## src/rtl/bcd_conv_sched_if.sv

```systemverilog
// Bundle between the scheduler, its requesters and the shared bin2bcd converter.
// slave = scheduler side, master = requesters plus converter.
interface bcd_conv_sched_if #(
  parameter int N_REQ = 4
);
  logic [N_REQ-1:0]    req;
  logic [32*N_REQ-1:0] req_din;
  logic [N_REQ-1:0]    ack;
  logic                rsp_valid;
  logic [2:0]          rsp_id;
  logic [23:0]         rsp_bcd;
  logic                rsp_ovf;
  logic                rsp_err;
  logic                cv_en;
  logic [31:0]         cv_din;
  logic                cv_done;
  logic [23:0]         cv_dout;

  modport slave (
    input  req, req_din, cv_done, cv_dout,
    output ack, rsp_valid, rsp_id, rsp_bcd, rsp_ovf, rsp_err, cv_en, cv_din
  );

  modport master (
    output req, req_din, cv_done, cv_dout,
    input  ack, rsp_valid, rsp_id, rsp_bcd, rsp_ovf, rsp_err, cv_en, cv_din
  );
endinterface

```

## src/rtl/bcd_conv_sched.sv

```systemverilog
// Round-robin scheduler sharing one bin2bcd converter among N_REQ requesters.
//   state | meaning
//   IDLE  | arbitrate; overflow goes straight to RESP, else start the converter
//   ISSUE | cv_en is high this cycle; load the watchdog
//   WAIT  | wait for cv_done or watchdog terminal count
//   RESP  | drive the response registers, ack visible in the following cycle
module bcd_conv_sched #(
  parameter int N_REQ   = 4,
  parameter int TIMEOUT = 255
) (
  input  logic             clk,
  input  logic             rst_n,
  bcd_conv_sched_if.slave  bus
);

  localparam int IW = (N_REQ > 1) ? $clog2(N_REQ) : 1;
  localparam int TW = $clog2(TIMEOUT);

  typedef enum logic [1:0] {IDLE, ISSUE, WAIT, RESP} state_t;

  state_t        state;
  logic [IW-1:0] last;
  logic [IW-1:0] op_id;
  logic [23:0]   bcd_r;
  logic          ovf_r;
  logic          err_r;
  logic [TW-1:0] timer;

  logic          grant_vld;
  logic [IW-1:0] grant_id;
  logic [IW-1:0] cand;
  logic [31:0]   grant_din;
  logic [31:0]   din_arr [N_REQ];

  always_comb begin
    for (int i = 0; i < N_REQ; i++) begin
      din_arr[i] = bus.req_din[32*i +: 32];
    end
  end

  // Scan downward so the candidate closest to last+1 is the one that sticks.
  always_comb begin
    grant_vld = 1'b0;
    grant_id  = '0;
    cand      = '0;
    for (int k = N_REQ; k >= 1; k--) begin
      cand = IW'((int'(last) + k) % N_REQ);
      if (bus.req[cand]) begin
        grant_vld = 1'b1;
        grant_id  = cand;
      end
    end
  end

  assign grant_din = din_arr[grant_id];

  always_ff @(posedge clk or negedge rst_n) begin
    if (!rst_n) begin
      state         <= IDLE;
      last          <= IW'(N_REQ - 1);
      op_id         <= '0;
      bcd_r         <= '0;
      ovf_r         <= 1'b0;
      err_r         <= 1'b0;
      timer         <= '0;
      bus.ack       <= '0;
      bus.rsp_valid <= 1'b0;
      bus.rsp_id    <= '0;
      bus.rsp_bcd   <= '0;
      bus.rsp_ovf   <= 1'b0;
      bus.rsp_err   <= 1'b0;
      bus.cv_en     <= 1'b0;
      bus.cv_din    <= '0;
    end else begin
      bus.ack       <= '0;
      bus.rsp_valid <= 1'b0;
      bus.cv_en     <= 1'b0;
      case (state)
        IDLE: begin
          // The ack cycle is skipped: the served req has not dropped yet.
          if (grant_vld && !bus.rsp_valid) begin
            op_id <= grant_id;
            if (grant_din > 32'd999_999) begin
              bcd_r <= 24'h999999;
              ovf_r <= 1'b1;
              state <= RESP;
            end else begin
              bus.cv_en  <= 1'b1;
              bus.cv_din <= grant_din;
              state      <= ISSUE;
            end
          end
        end
        ISSUE: begin
          // Terminal count lands the error response TIMEOUT+2 cycles after the request.
          timer <= TW'(TIMEOUT - 2);
          state <= WAIT;
        end
        WAIT: begin
          if (bus.cv_done) begin
            bcd_r <= bus.cv_dout;
            state <= RESP;
          end else if (timer == '0) begin
            bcd_r <= '0;
            err_r <= 1'b1;
            state <= RESP;
          end else begin
            timer <= timer - 1'b1;
          end
        end
        RESP: begin
          bus.rsp_valid <= 1'b1;
          bus.ack       <= N_REQ'(1) << op_id;
          bus.rsp_id    <= 3'(op_id);
          bus.rsp_bcd   <= bcd_r;
          bus.rsp_ovf   <= ovf_r;
          bus.rsp_err   <= err_r;
          last          <= op_id;
          ovf_r         <= 1'b0;
          err_r         <= 1'b0;
          state         <= IDLE;
        end
        default: state <= IDLE;
      endcase
    end
  end

endmodule

```

## src/flat_wrapper.sv

```systemverilog
// flat-port wrapper written by rule: the top's interface ports become plain ports
module bcd_conv_sched_flat 
#(
  parameter int N_REQ   = 4,
  parameter int TIMEOUT = 255
)
  (clk, rst_n, bus_req, bus_req_din, bus_cv_done, bus_cv_dout, bus_ack, bus_rsp_valid, bus_rsp_id, bus_rsp_bcd, bus_rsp_ovf, bus_rsp_err, bus_cv_en, bus_cv_din);
  bcd_conv_sched_if #(.N_REQ(N_REQ)) bus_i ();
  input  logic clk;
  input  logic rst_n;
  input wire logic [$bits(bus_i.req)-1:0] bus_req;
  input wire logic [$bits(bus_i.req_din)-1:0] bus_req_din;
  input wire logic [$bits(bus_i.cv_done)-1:0] bus_cv_done;
  input wire logic [$bits(bus_i.cv_dout)-1:0] bus_cv_dout;
  output wire logic [$bits(bus_i.ack)-1:0] bus_ack;
  output wire logic [$bits(bus_i.rsp_valid)-1:0] bus_rsp_valid;
  output wire logic [$bits(bus_i.rsp_id)-1:0] bus_rsp_id;
  output wire logic [$bits(bus_i.rsp_bcd)-1:0] bus_rsp_bcd;
  output wire logic [$bits(bus_i.rsp_ovf)-1:0] bus_rsp_ovf;
  output wire logic [$bits(bus_i.rsp_err)-1:0] bus_rsp_err;
  output wire logic [$bits(bus_i.cv_en)-1:0] bus_cv_en;
  output wire logic [$bits(bus_i.cv_din)-1:0] bus_cv_din;
  assign bus_i.req = bus_req;
  assign bus_i.req_din = bus_req_din;
  assign bus_i.cv_done = bus_cv_done;
  assign bus_i.cv_dout = bus_cv_dout;
  assign bus_ack = bus_i.ack;
  assign bus_rsp_valid = bus_i.rsp_valid;
  assign bus_rsp_id = bus_i.rsp_id;
  assign bus_rsp_bcd = bus_i.rsp_bcd;
  assign bus_rsp_ovf = bus_i.rsp_ovf;
  assign bus_rsp_err = bus_i.rsp_err;
  assign bus_cv_en = bus_i.cv_en;
  assign bus_cv_din = bus_i.cv_din;
  bcd_conv_sched #(.N_REQ(N_REQ), .TIMEOUT(TIMEOUT)) u_core (.clk(clk), .rst_n(rst_n), .bus(bus_i));
endmodule
```

## config.mk

```make
export PLATFORM = sky130hd
export DESIGN_NAME = bcd_conv_sched_flat
export DESIGN_NICKNAME = d
export VERILOG_FILES = /design/src/rtl/bcd_conv_sched_if.sv /design/src/rtl/bcd_conv_sched.sv /design/src/flat_wrapper.sv
export SDC_FILE = /design/constraint.sdc
export NUM_CORES = 1
export LEC_CHECK = 0
export CAP_MARGIN = 10
export CELL_PAD_IN_SITES_DETAIL_PLACEMENT = 1
export CELL_PAD_IN_SITES_GLOBAL_PLACEMENT = 2
export CORE_MARGIN = 2
export CORE_UTILIZATION = 23
export DETAILED_ROUTE_END_ITERATION = 10
export HOLD_SLACK_MARGIN = 0.1
export PLACE_DENSITY_LB_ADDON = 0.15
export SLEW_MARGIN = 20
export SYNTH_ARGS = -nofsm -noshare
export SYNTH_HDL_FRONTEND = slang
export SYNTH_SLANG_ARGS = --single-unit
```

## constraint.sdc

```tcl
create_clock -name clk -period 2.9 [get_ports clk]
set_input_delay 0.58 -clock clk [delete_from_list [all_inputs] [get_ports clk]]
set_output_delay 0.58 -clock clk [all_outputs]
set_load 0.03 [all_outputs]
```

==> impl_results.md, run 1 <==
* Placeable Area at between 0.02 and 0.025 mm^2
* Fin nets at 903
* Mean Syn Cell Area at roughly 11 um^2
* Max Cap Viol at 0
* Clk_skew at between 0.009 and 0.01 ns
* Critical register-to-register path endpoint: u_core.bus.cv_din[14]
* Worst Slack Setup Final at -0.202 ns
* Clk_lat worst skew at roughly 0.35 ns
* Crit end category: register
* FMAX at roughly 320 MHz
* Crit path max-delay cell type: dfstp_2
* Period Utilization, post-route at 107%
* Initial DRC count at about 190
* CP arrival at about 3.3 ns
* LEAKAGE at around 3.7 nW
* Port bufs at roughly 220
* Cell Int Power at between 5 and 6 mW
* Final Max Slew Viols at 0
* Setup violators final at 58
* Filler cells at between 2000 and 2500
* Initial core utilization at between 20% and 30%
* Worst-path clk slew at 0.08 ns
* GRT Total Usage at 16.4%
* Die Ht at between 150 and 200 um
* Post-synth EDFFs at 0
* Failing checks: negative setup slack
* Die width at 155 um
* Hold_buf cts at 0
* Startpoint Class: register
* Initial antenna violation count at 0
* Worst-margin pin slew at 0.757 ns
* Largest net degree at the start of global routing at 55
* First-pass GRT wire length at about 31 mm
* Area leader, netlist: dfrtp_1
* Vias per inst at approximately 4.7
* Min-Delay Path Class: input port to async pin
* Total routed wirelength at 20.2 mm
* Switching pwr at 3.48 mW
* Most common cell in the synthesized netlist: dfrtp_1
* Vias at 4851
* PD cells at just under 1000 mW/mm^2
* Total gr overflow at 0
* Asr flop ratio synth at 100%
* Number of global-route vias before repair at 5275
* Top cells by area, synth: dfrtp_1, mux2_2, mux2_1
* Post-synthesis instance area at ~0.0052 mm^2
* Yosys cell types at 59
* Worst hold margin at approximately 0.29 ns
* Post-Syn Instances at 460
* Final hold violations at 0
* Seq pwr share at between 20% and 30%
* Clock tree sinks at 106
* Reg2Reg Depth at 12
* Site Rows at 55
* Synthesis-to-layout area growth at 69.2%
* Top post-synthesis cells by count: dfrtp_1, nand2_1, mux2_2
* Root buffer cell: clkbuf_16
* Rel. slew slack at around half
* Multi-input gate area at 0.00255 mm^2
* DP HPWL at between 10 and 15 mm
* Main synth FF type: dfrtp_1
* CTS HTree Levels at 3
* Yosys reg bits at 106
* Final instance area at ~0.009 mm^2
* Crit path top cell by count: buf_4
* CTS tree: yes
* CTS Buf Count at 9
* Crit path time final at around 3.1 ns
* Worst path cell trace: buf_4 > nor3b_2 > a311oi_4 > buf_4 > buf_12 > mux4_2 > a21o_1 > o21a_2 > nor3_4 > buf_6 > buf_8 > mux2_1
* Worst EP required at about 3.1 ns
* Share of cells above drive strength 1 at around 23%
* Routed Antenna Nets at 0
* Wire per inst at 19.7 um
* FF+latch area at 0.00266 mm^2
* Status: complete, but fails checks
* CTS Buffer Depth at 2
* Max VDD drop at 0.000499 V
* Seq/Total Area, Yosys at 50.7%
* Reg-to-reg setup timing slack at -0.20 ns
* Design Power at between 8 and 9 mW
* Final Core Density at 39.4%
* Drt first pass iters at 6
* Synth Warn # at 0
* DRC errors left at 0
* Top-area cell type share of the netlist area at approximately 50%
* # IOs at around 230
* Die area at approximately 0.024 mm^2
* R2R Path Start: u_core.last[0]
* Clock Power Share at 14.1%
* Mapped Nets at ~630
* Diodes inserted at 0
* RSZ-0062 raised after global routing: yes
* Worst-path fanout max at 6
* Comb pwr share at between 50 and 60%
* Sw frac at 40.7%
* CP max stage delay at around 0.55 ns
* RePlAce Congestion at about 0.8
* Type of the worst setup path: register to register
* Placed Area at around 0.008 mm^2
[how the worst max path moves through the flow]
| stage | from | to | slack (ns) | cells past startpoint |
|---|---|---|---|---|
| 3_3_place_gp | bus_req[1] | u_core.bus.cv_din[18] | -0.75 | 10 |
| 5_1_grt | u_core.last[0] | u_core.bcd_r[16] | -0.35 | 12 |
| 2_1_floorplan | bus_req[1] | u_core.bus.cv_din[9] | -0.35 | 8 |
| 6_report | u_core.last[0] | u_core.bus.cv_din[14] | -0.20 | 12 |
| 3_5_place_dp | bus_req[1] | u_core.bus.cv_din[0] | -0.82 | 10 |
| 4_1_cts | u_core.last[0] | u_core.bus.cv_din[5] | -0.29 | 10 |
[registers in the layout, summed over array words and instances (netlist names)]
register and count:
u_core.bcd_r 24, u_core.bus.ack 4, u_core.bus.cv_din 32, u_core.bus.cv_en 1
u_core.bus.rsp_bcd 24, u_core.bus.rsp_err 1, u_core.bus.rsp_id 2, u_core.bus.rsp_ovf 1
u_core.bus.rsp_valid 1, u_core.err_r 1, u_core.last 2, u_core.op_id 2
u_core.ovf_r 1, u_core.state 2, u_core.timer 8
[timing repair]
action                                  CTS  global route
endpoints found under the setup margin   58            58
resized for setup                        43            35
pin swaps                                18            15
setup buffers                            15             5
cloned                                    5             1
[cell families (layout without fill, tap and decap cells)]
kind of cell             after synthesis  in the layout  synth area share (%)
AO/OA/AOI/OAI                        108            109                  15.1
other                                  1              1                0.0715
AND/OR/NAND/NOR                      117            117                  11.9
multiplexers                          64             64                  15.7
adder cells (fa/ha/maj)                7              7                  1.67
XOR/XNOR                               4              4                 0.669
flip-flops                           106            106                  50.7
buffers and inverters                 53            334                  4.20
[worst max-delay path: cells and delay by family (launching register included)]
family / cells / cell delay (ns)
buffers and inverters: 5 / 0.68
muxes: 2 / 0.84
DFF: 1 / 0.55
AOI/OAI and AO/OA: 3 / 0.74
and+or+nand+nor: 2 / 0.20
[per-stage QoR]
stage | setup slack, ns | TNS (ns) | cells
2_1_floorplan | -0.348 | -12.18 | 460
3_3_place_gp | -0.752 | -41.17 | 989
3_5_place_dp | -0.816 | -43.50 | 989
4_1_cts | -0.291 | -14.04 | 1025
5_1_grt | -0.348 | -15.96 | 1027
6_report | -0.202 | -8.36 | 1027
[routing by layer]
layer | wire length, um | track usage [%] | vias up
li1 | - | - | 2264
met4 | 199 | 3.88 | 0
met3 | 1550 | 4.12 | 12
met5 | 0 | 0 | -
met2 | 9760 | 28.5 | 186
met1 | 8710 | 20.5 | 2389
[layout by cell type (no fill, tap or decap), types with 10 or more instances in the layout]
master             n
dfrtp_1          104
clkdlybuf4s50_1  219
mux4_2            10
nor2b_1           13
a222oi_1          12
o21ai_0           24
buf_4             46
mux2_2            27
buf_6             16
inv_1             22
a211oi_1          10
nand2_1           42
a21oi_1           16
a22o_1            12
mux2_4            15
nor4_1            18
[area by class of cell]
class	instances	share of cell area, %
Clock buffer	9	2.54
Clock inverter	7	0.691
Inverter	24	1.02
Multi-Input combinational cell	302	28.8
Sequential cell	106	29.9
Tap cell	285	4.02
Timing Repair Buffer	294	33.0
[power groups by stage]
stage	logic (mW)	clock network (mW)	registers, mW
global placement	4.25	0	2.45
floorplan	1.93	0	2.99
detailed placement	4.34	0	2.47
global route	5.28	1.32	2.53
finish	4.89	1.21	2.45
CTS	4.82	1.25	2.45
Note: power is estimated with default switching activity, not from simulation.
==> run 2: changes to the inputs <==
--- a/config.mk
+++ b/config.mk
@@ -10,7 +10,9 @@
 export CELL_PAD_IN_SITES_GLOBAL_PLACEMENT = 2
 export CORE_MARGIN = 2
 export CORE_UTILIZATION = 23
+export CTS_CLUSTER_DIAMETER = 120
 export DETAILED_ROUTE_END_ITERATION = 10
+export GPL_ROUTABILITY_DRIVEN = 0
 export HOLD_SLACK_MARGIN = 0.1
 export PLACE_DENSITY_LB_ADDON = 0.15
 export SLEW_MARGIN = 20
==> results of run 2 <==
Final layout, timing and power as in run 1 (identical DEF).
==> run 3: changes to the inputs <==
--- a/config.mk
+++ b/config.mk
@@ -5,7 +5,6 @@
 export SDC_FILE = /design/constraint.sdc
 export NUM_CORES = 1
 export LEC_CHECK = 0
-export CAP_MARGIN = 10
 export CELL_PAD_IN_SITES_DETAIL_PLACEMENT = 1
 export CELL_PAD_IN_SITES_GLOBAL_PLACEMENT = 2
 export CORE_MARGIN = 2
@@ -15,6 +14,7 @@
 export GPL_ROUTABILITY_DRIVEN = 0
 export HOLD_SLACK_MARGIN = 0.1
 export PLACE_DENSITY_LB_ADDON = 0.15
+export SETUP_SLACK_MARGIN = 0.5
 export SLEW_MARGIN = 20
 export SYNTH_ARGS = -nofsm -noshare
 export SYNTH_HDL_FRONTEND = slang
==> impl_results.md, run 3 (same netlist as run 1, synthesis figures left out) <==
* Status: complete, but fails checks (unchanged)
* Failing checks: negative setup slack (unchanged)
* Port bufs at 224 (unchanged)
* R2R Path Start: u_core.last[0] (unchanged)
* Critical register-to-register path endpoint: u_core.bus.cv_din[1] (was u_core.bus.cv_din[14])
* Instance count on the critical path at 11 (was 12)
* Worst Slack Setup Final at -0.402 ns (was -0.202 ns)
* Reg-to-reg setup timing slack at -0.40 ns (was -0.20 ns)
* CTS Buf Count at 9 (unchanged)
* CTS Buffer Depth at 2 (unchanged)
* Biggest registers after layout: u_core.bus.cv_din x32, u_core.bcd_r x24, u_core.bus.rsp_bcd x24 (unchanged)
* Die width at 155 um (unchanged)
* CTS HTree Levels at 3 (unchanged)
* Placeable Area at 0.0225 mm^2 (unchanged)
* CP max stage delay at 0.58 ns (was 0.55 ns)
* Root buffer cell: clkbuf_16 (unchanged)
* Drt first pass iters at 5 (was 6)
* Design Power at 8.54 mW (about the same)
* Final hold violations at 0 (unchanged)
* Crit end category: register (unchanged)
* Initial antenna violation count at 1 (was 0)
* Site Rows at 55 (unchanged)
* Fin nets at 903 (unchanged)
* Max Cap Viol at 0 (unchanged)
* Clk_skew at 0.0198 ns (was 0.00920 ns)
* Vias at 4850 (was 4851)
* DP HPWL at 14.4 mm (was 14.9 mm)
* Vias per inst at 4.72 (about the same)
* Setup violators final at 58 (unchanged)
* Worst-path clk slew at 0.08 ns (about the same)
* Die area at 0.0240 mm^2 (unchanged)
* Crit path max-delay cell type: mux4_2 (was dfstp_2)
* RSZ-0062 raised after global routing: yes (unchanged)
* Reg2Reg Depth at 11 (was 12)
* Die Ht at 155 um (unchanged)
* Worst-margin pin slew at 0.556 ns (was 0.757 ns)
* Post-Place Worst Slack at -0.913 ns (was -0.816 ns)
* Most common cell after layout, fill and taps aside: clkdlybuf4s50_1 (unchanged)
* Clock tree sinks at 106 (unchanged)
* Max VDD drop at 0.000441 V (was 0.000499 V)
* Multi-input gate area at 0.00253 mm^2 (was 0.00255 mm^2)
* Largest net degree at the start of global routing at 55 (unchanged)
* Wire per inst at 19.2 um (was 19.7 um)
* Filler cells at 2459 (unchanged)
* LEAKAGE at 3.75 nW (was 3.73 nW)
* DRC errors left at 0 (unchanged)
* FF+latch area at 0.00266 mm^2 (unchanged)
* CP arrival at 3.55 ns (was 3.34 ns)
* Total routed wirelength at 19.7 mm (was 20.2 mm)
* Cell family with most CP delay: compound AO/OA/AOI/OAI gates (was multiplexers)
* Period Utilization, post-route at 114% (was 107%)
* Buf/Inv on CP at 4 (was 5)
* Worst path cell trace: inv_2 > a22o_1 > a211oi_4 > mux4_2 > o311a_1 > o21a_2 > nor3_4 > buf_4 > buf_6 > buf_16 > mux2_1 (was buf_4 > nor3b_2 > a311oi_4 > buf_4 > buf_12 > mux4_2 > a21o_1 > o21a_2 > nor3_4 > buf_6 > buf_8 > mux2_1)
* First-pass GRT wire length at 30.1 mm (was 30.6 mm)
* Final Core Density at 39.6% (was 39.4%)
* Rel. slew slack at 62.9% (was 49.5%)
* Total gr overflow at 0 (unchanged)
* Max reg flops at 32 (unchanged)
* Commonest cells after routing, fill and taps aside: clkdlybuf4s50_1, dfrtp_1, buf_4, nand2_1, mux2_2 (unchanged)
* Number of global-route vias before repair at 5238 (was 5275)
* Crit path time final at 3.30 ns (was 3.10 ns)
* Synthesis-to-layout area growth at 70.2% (was 69.2%)
* GRT Total Usage at 16.2% (was 16.4%)
* Share of cells above drive strength 1 at 22.0% (was 22.6%)
* Initial core utilization at 23.3% (unchanged)
* FMAX at 303 MHz (was 322 MHz)
* CTS tree: yes (unchanged)
* Type of the worst setup path: register to register (unchanged)
* Min-Delay Path Class: input port to async pin (unchanged)
* Worst-path fanout max at 10 (was 6)
* PD cells at 957 mW/mm^2 (was 963 mW/mm^2)
* Startpoint Class: register (unchanged)
* Routed Antenna Nets at 0 (unchanged)
* Worst EP required at 3.14 ns (about the same)
* Initial DRC count at 203 (was 192)
* Clk_lat worst skew at 0.36 ns (was 0.35 ns)
* Final Max Slew Viols at 0 (unchanged)
* # IOs at 226 (unchanged)
* Largest reg by FF count: u_core.bus.cv_din (unchanged)
## run 3: cell types whose count changed in the layout (fill, tap and decap cells not counted), moves of 3 or more
| cell | previous run | this run |
|---|---|---|
| buf_16 | 0 | 4 |
| dlygate4sd2_1 | 1 | 4 |
| mux2i_4 | 3 | 0 |
| buf_6 | 16 | 12 |
| clkinv_8 | 0 | 4 |
## run 3: layout make-up
cell class | count | share of cell area (%)
multi-input combinational | 302 | 28.3
sequential | 106 | 29.8
inverter | 24 | 1.01
antenna | 1 | 0.0281
tap | 285 | 4.00
clock inverter | 7 | 1.05
clock buffer | 9 | 2.53
timing repair buffer | 294 | 33.3
## run 3: worst max path at each step
stage	from	to	slack (ns)
global route	u_core.last[0]	u_core.bcd_r[11]	-0.50
floorplan	bus_req[1]	u_core.bus.cv_din[9]	-0.35
detailed placement	bus_req[1]	u_core.bus.cv_din[18]	-0.91
global placement	bus_req[1]	u_core.bus.cv_din[18]	-0.85
CTS	u_core.last[0]	u_core.bus.cv_din[0]	-0.42
finish	u_core.last[0]	u_core.bus.cv_din[1]	-0.40
## run 3: layer usage
metal	vias up	track usage, %	share of wire (%)
met5	-	0	0
met4	0	4.81	0.97
met3	11	3.65	7.1
met2	184	27.2	49
met1	2398	20.9	43
li1	2257	-	-
## run 3: metrics by stage
step                      hold WS [ns]  TNS, ns  instances  area (um^2)
after floorplan                  0.284   -12.17        460         5270
after global placement           0.472   -46.07        987         8120
after detailed placement         0.476   -48.88        987         8120
after CTS                        0.126   -17.02       1021         8810
after global routing             0.133   -25.46       1028         8920
final                            0.121   -19.12       1028         8920
## run 3: repair_timing
action,in CTS,in global routing
pin swaps,14,10
endpoints found under the setup margin,59,61
setup buffers,13,5
gates cloned,5,1
hold buffers,0,0
gates resized for setup,44,12
## run 3: where the power goes
group / internal, mW / switching [mW]
clock: 0.624 / 0.658
combinational: 2.41 / 2.42
sequential: 2.06 / 0.364
